File: src/rtl/mw_lsu.sv
// mw_lsu: load/store unit of the Memory-Writeback stage.
// Takes the execute-stage address, store data and memory controls, performs
// byte/half/word accesses on a req/ack data memory or on the UART TX window,
// formats load data for writeback and stalls the pipeline while busy.
// Inputs are held stable by upstream while stall=1, so lane/extraction logic
// is derived directly from the live inputs rather than from captured copies.

module mw_lsu #(
  parameter int              XLEN      = 32,
  parameter logic [XLEN-1:0] UART_BASE = 32'h8000_0000
) (
  input  logic            clk,
  input  logic            rst,
  input  logic            mem_rd,
  input  logic            mem_wr,
  input  logic [2:0]      funct3,
  input  logic [XLEN-1:0] addr,
  input  logic [XLEN-1:0] wdata,
  output logic [XLEN-1:0] rdata,
  output logic            ld_done,
  output logic            stall,
  output logic            misalign,
  output logic            dmem_req,
  output logic            dmem_we,
  output logic [XLEN-1:0] dmem_addr,
  output logic [3:0]      dmem_be,
  output logic [XLEN-1:0] dmem_wdata,
  input  logic [XLEN-1:0] dmem_rdata,
  input  logic            dmem_ack,
  output logic [7:0]      uart_tx_data,
  output logic            uart_tx_valid,
  input  logic            uart_tx_ready
);

  typedef enum logic [1:0] {
    ST_IDLE      = 2'd0,
    ST_DMEM_WAIT = 2'd1,
    ST_UART_WAIT = 2'd2
  } state_t;

  state_t r_state;
  state_t w_next;

  // Access classification
  logic w_access;
  logic w_illegal;
  logic w_misaligned;
  logic w_in_uart;
  logic w_uart_tx;
  logic w_uart_st;
  logic w_bad;

  // Lane formatting
  logic [3:0]      w_be;
  logic [XLEN-1:0] w_store_data;
  logic [XLEN-1:0] w_shifted;
  logic [XLEN-1:0] w_load_data;

  // Raw (pre-reset-gating) control decisions
  logic w_req;
  logic w_stall;
  logic w_ld_done;
  logic w_ld_uart;
  logic w_misalign;
  logic w_tx_valid;

  assign w_access  = mem_rd | mem_wr;

  // funct3 011 (LD/SD), 110 (LWU) and 111 have no RV32I meaning.
  assign w_illegal = (funct3 == 3'b011) | (funct3 == 3'b110) | (funct3 == 3'b111);

  assign w_misaligned = ((funct3[1:0] == 2'b01) & addr[0]) |
                        ((funct3[1:0] == 2'b10) & (addr[1:0] != 2'b00));

  // The UART window is 8 bytes: TX data at +0, status at +4.
  assign w_in_uart = (addr[XLEN-1:3] == UART_BASE[XLEN-1:3]);
  assign w_uart_tx = w_in_uart & mem_wr & (funct3 == 3'b000) & (addr[2:0] == 3'b000);
  assign w_uart_st = w_in_uart & mem_rd & (funct3 == 3'b010) & (addr[2:0] == 3'b100);

  // Anything else landing in the UART window is rejected like a misalignment.
  assign w_bad = w_illegal | w_misaligned | (w_in_uart & ~w_uart_tx & ~w_uart_st);

  // Store byte enables and lane-replicated store data.
  always_comb begin
    // NOTE: every always_comb output gets a default first so no path can leave it unassigned and infer a latch.
    w_be         = 4'b1111;
    w_store_data = wdata;
    case (funct3[1:0])
      2'b00: begin
        w_be         = 4'b0001 << addr[1:0];
        w_store_data = {4{wdata[7:0]}};
      end
      2'b01: begin
        w_be         = addr[1] ? 4'b1100 : 4'b0011;
        w_store_data = {2{wdata[15:0]}};
      end
      default: begin
        w_be         = 4'b1111;
        w_store_data = wdata;
      end
    endcase
  end

  assign w_shifted = dmem_rdata >> {addr[1:0], 3'b000};

  // Load extraction with sign or zero extension.
  always_comb begin
    w_load_data = dmem_rdata;
    case (funct3)
      3'b000:  w_load_data = {{(XLEN-8){w_shifted[7]}}, w_shifted[7:0]};
      3'b100:  w_load_data = {{(XLEN-8){1'b0}}, w_shifted[7:0]};
      3'b001:  w_load_data = {{(XLEN-16){w_shifted[15]}}, w_shifted[15:0]};
      3'b101:  w_load_data = {{(XLEN-16){1'b0}}, w_shifted[15:0]};
      default: w_load_data = dmem_rdata;
    endcase
  end

  // Next-state and control decisions for the current cycle.
  always_comb begin
    w_next     = r_state;
    w_req      = 1'b0;
    w_stall    = 1'b0;
    w_ld_done  = 1'b0;
    w_ld_uart  = 1'b0;
    w_misalign = 1'b0;
    w_tx_valid = 1'b0;
    case (r_state)
      ST_IDLE: begin
        if (w_access) begin
          if (w_bad) begin
            w_misalign = 1'b1;
          end else if (w_uart_tx) begin
            if (uart_tx_ready) begin
              w_tx_valid = 1'b1;
            end else begin
              w_stall = 1'b1;
              w_next  = ST_UART_WAIT;
            end
          end else if (w_uart_st) begin
            w_ld_done = 1'b1;
            w_ld_uart = 1'b1;
          end else begin
            w_req   = 1'b1;
            w_stall = 1'b1;
            w_next  = ST_DMEM_WAIT;
          end
        end
      end
      ST_DMEM_WAIT: begin
        w_req = 1'b1;
        if (dmem_ack) begin
          w_ld_done = mem_rd;
          w_next    = ST_IDLE;
        end else begin
          w_stall = 1'b1;
        end
      end
      ST_UART_WAIT: begin
        if (uart_tx_ready) begin
          w_tx_valid = 1'b1;
          w_next     = ST_IDLE;
        end else begin
          w_stall = 1'b1;
        end
      end
      default: w_next = ST_IDLE;
    endcase
  end

  // Drive outputs; reset suppresses everything, including an ack arriving in the reset cycle.
  always_comb begin
    dmem_req      = w_req & ~rst;
    dmem_we       = w_req & mem_wr & ~rst;
    dmem_addr     = (w_req & ~rst) ? {addr[XLEN-1:2], 2'b00} : '0;
    dmem_be       = (w_req & ~rst) ? w_be : 4'b0000;
    dmem_wdata    = (w_req & ~rst) ? w_store_data : '0;
    stall         = w_stall & ~rst;
    misalign      = w_misalign & ~rst;
    ld_done       = w_ld_done & ~rst;
    uart_tx_valid = w_tx_valid & ~rst;
    uart_tx_data  = (w_tx_valid & ~rst) ? wdata[7:0] : 8'h00;
    rdata         = '0;
    if (w_ld_done & ~rst) begin
      rdata = w_ld_uart ? {{(XLEN-1){1'b0}}, uart_tx_ready} : w_load_data;
    end
  end

  // State register with synchronous reset.
  always_ff @(posedge clk) begin
    // NOTE: sequential state uses non-blocking assignment so every flop samples pre-edge values.
    if (rst) begin
      r_state <= ST_IDLE;
    end else begin
      r_state <= w_next;
    end
  end

endmodule

File: config.mk
export PLATFORM = sky130hd
export DESIGN_NAME = mw_lsu
export DESIGN_NICKNAME = d
export VERILOG_FILES = /design/src/rtl/mw_lsu.sv
export SDC_FILE = /design/constraint.sdc
export NUM_CORES = 1
export LEC_CHECK = 0
export BUFFER_PORTS_ARGS = -buffer_cell sky130_fd_sc_hd__buf_2
export CAP_MARGIN = 20
export CORE_AREA = 2 2 84 86
export CTS_BUF_LIST = sky130_fd_sc_hd__clkbuf_8
export CTS_CLUSTER_DIAMETER = 30
export DETAILED_ROUTE_END_ITERATION = 7
export DIE_AREA = 0 0 86 88
export PLACE_DENSITY = 0.74
export RECOVER_POWER = 100
export SLEW_MARGIN = 5
export SYNTH_ARGS = -nofsm -noshare
export SYNTH_HDL_FRONTEND = slang
export SYNTH_SLANG_ARGS = --single-unit
File: constraint.sdc
create_clock -name clk -period 2.4 [get_ports clk]
set_clock_uncertainty 0.2 [all_clocks]
set_input_delay 0.24 -clock clk [delete_from_list [all_inputs] [get_ports clk]]
set_output_delay 0.24 -clock clk [all_outputs]
set_load 0.02 [all_outputs]
==> summary by stage <==
Status
The flow ran to the end, and the final reports show no timing, DRC or antenna violations.

Finish
The final net count is 629. The filler cells instantiated in the layout total 688. The sequential cells in the finished layout cover a total of 40.04 µm². After routing the design area is 3368 µm².

The post-route netlist has 49.04% of its cells at a drive strength greater than 1. The diode insertion count for antenna repair is 0. Summing all multi-input logic gate instances after layout gives 1899 µm². The layout-stage area growth over the synthesis result is 59.29%. The largest register by flop count is r_state.

The flip-flop count of the largest register after layout is 2. The largest registers in the layout are r_state x2.

STA
The number of slew-limit violations in the final report is 0. Setup repair after global routing could not meet its margin everywhere. The relative slew slack is 64.58%. The clock period minus worst slack is 2.318 ns. Across all hold checks on the routed design, the worst slack comes to 0.08513 ns. For the pin with the worst max-slew slack, the measured transition is 0.5308 ns. The final hold violation count is 0. The number of setup violations in the final report is 0.

Based on the critical path, the design can be clocked at up to 431.4 MHz. The final worst-path cycle share is 96.58%.

Synth
The share of synthesized area in the top cell type comes to 15.15%. Synthesis produced a netlist whose cell count is 317. Of the synthesized area, sequential elements account for 1.893%. The share of flip-flops with an asynchronous set or reset is 0%. The flop and latch count out of synthesis is 2. The cell area that synthesis handed to floorplanning was 2115 µm².

In the post-synthesis netlist, the cell with the most instances is nor3b_1. The synthesized design spends more area on one cell type than any other, namely mux2i_1. The most used flip-flop cell after synthesis is dfxtp_1. After synthesis, the most frequently instantiated cells are 40 x nor3b_1, 32 x mux2i_1, 30 x nand2_1, 30 x nor3_1, 28 x nor2_1.

Yosys attributes the largest share of cell area to mux2i_1 15%, nor3b_1 14%, nor3_1 7.1%, a21o_1 6.0%, nand2_1 5.3%. Counting flops with a built-in enable in the synthesized netlist gives 0. The number of library cell types mapped by synthesis is 52. Yosys printed 0 warnings.

The average cell area after synthesis is 6.670 µm².

Critical path
At the worst endpoint, the required time is 1.96 ns. The category of the worst setup path launch point is an input port. For the worst setup path, the data arrival time is 1.88 ns. The top fanout value on the critical path is 12.

The critical path endpoint category is a primary output. The critical path is of the input port to primary output type.

Pwr
IR analysis of the VDD net gives a maximum drop of 0.3063 mV. For this design the ratio of total power to cell area is 224.5 nW/µm². The leakage power of the design is 1.918 nW.

Clock tree
The setup fix buffers added after clock tree synthesis is 0. CTS built an H-tree with a depth of 1. The CTS buffer count is 3. The clock tree from TritonCTS is built.

The number of hold-repair buffers added at the cts stage is 0. The maximum root-to-sink buffer count is 2. The later pin in the worst-skew pair is clocked with a latency of 0.22 ns. Clock tree synthesis found a total of 2 sinks. After clock tree synthesis, the clock-pin slew on the worst setup and hold paths is 0.03 ns. The root buffer cell chosen for the clock tree is clkbuf_8.

Detailed routing
The count of nets left with antenna violations once routing finished came out at 0. The average detailed-routed wire length per instance is 15.15 µm. The total via count in the routed design is 3216. The initial DRC count is 102. The total wirelength of the detailed-routed design is 9118 µm. In the routed design, unresolved DRC markers number 0. The average via count per standard cell is 5.342. The first detailed-routing pass took 5 iterations.

Die
The row count is 30. The floorplan step defined a die boundary enclosing 7568 µm². The I/O pin count is 219.

The floorplan step set the die width to 86 µm. The total area inside the core boundary comes to 6644 µm². The initial core utilization is 31.83%. The floorplan die height is 88 µm.

Placement
The post-DP HPWL is 7367 µm. Routability-driven placement finished with a final weighted congestion of 0.8254. The post-placement cell area is 3311 µm². The count of buffers from port buffering is 216.

Global route
The total global-route track usage is 20.86%. Global routing finished with a remaining overflow of 0. The number of antenna violations at the first check in global routing is 0. The pin count of the biggest net entering global routing is 41. The via count of the first global-routing pass is 2670.

The first global-routing pass estimated 13040 µm of wire.

Worst hold path
The path class of the tightest hold or removal check is input port to flip-flop.

Run
The max-capacitance violation count is 0.
==> what timing repair did <==
item | in CTS | in global routing
hold endpoints to repair | 0 | 0
setup endpoints to repair | 0 | 25
gates resized for setup | 0 | 4
==> through the flow <==
step | setup WS, ns | power, mW | instances | util, % | TNS, ns
2_1_floorplan | 0.1470 | 0.3804 | 318 | - | 0
3_3_place_gp | 0.09225 | 0.6046 | 599 | 49.83 | 0
3_5_place_dp | 0.05197 | 0.6133 | 599 | 49.83 | 0
4_1_cts | 0.01072 | 0.7588 | 602 | 50.45 | 0
5_1_grt | -0.02787 | 0.8094 | 602 | 50.70 | -0.02787
6_report | 0.08218 | 0.7561 | 602 | 50.70 | 0
==> path summary, 6_finish.rpt <==
kind                endpoint  slack, ns  cells past startpoint     startpoint
max          uart_tx_data[3]       0.08                      5        addr[0]
min               r_state[1]       0.09                      2  uart_tx_ready
max reg2reg       r_state[1]       1.19                      3     r_state[1]
min reg2reg       r_state[1]       0.39                      2     r_state[0]
==> report_power, final <==
group	total, mW	leakage (nW)	internal (mW)	switching, mW
sequential	0.0355	0.0163	0.0350	0.000586
combinational	0.583	1.88	0.238	0.345
clock	0.138	0.0216	0.106	0.0311
total	0.756	1.92	0.380	0.376
==> final cells by class <==
cell class | count | share of cell area [%]
Clock buffer | 3 | 1.226
Inverter | 5 | 0.5572
Timing Repair Buffer | 236 | 37.67
Tap cell | 80 | 2.972
Sequential cell | 2 | 1.189
Multi-Input combinational cell | 276 | 56.39
==> critical path, cell delays in order <==
cell and delay [ns]:
buf_2 0.18, or4_4 0.53, o41a_2 0.60, nor2_1 0.15, buf_2 0.17
==> placed cells by master, fill, tap and decap left out, types with 6 or more instances in the layout <==
cell         n
a21o_1      17
a21oi_1     16
a22o_1       8
a22oi_1      7
buf_2      216
buf_4       17
mux2i_1     32
nand2_1     30
nor2_1      28
nor2b_1      6
nor3_1      30
nor3b_1     40
nor4_1       6
o21ai_0      9
o2bb2ai_1    7
==> cells by family after synthesis <==
kind of cell	Yosys count	share of synthesized area, %
other	1	0.1773
AOI/OAI and AO/OA	80	27.93
buffers and inverters	40	10.06
muxes	34	16.21
DFF	2	1.894
and+or+nand+nor	160	43.73
==> routing by layer <==
layer	track usage [%]	vias to the layer above	routed length [µm]
met3	1.979	11	680
met1	27.61	1458	3822
met5	0	-	0
met2	36.50	148	4487
li1	-	1599	-
met4	4.906	0	127
Power figures use the tool's default switching activity.
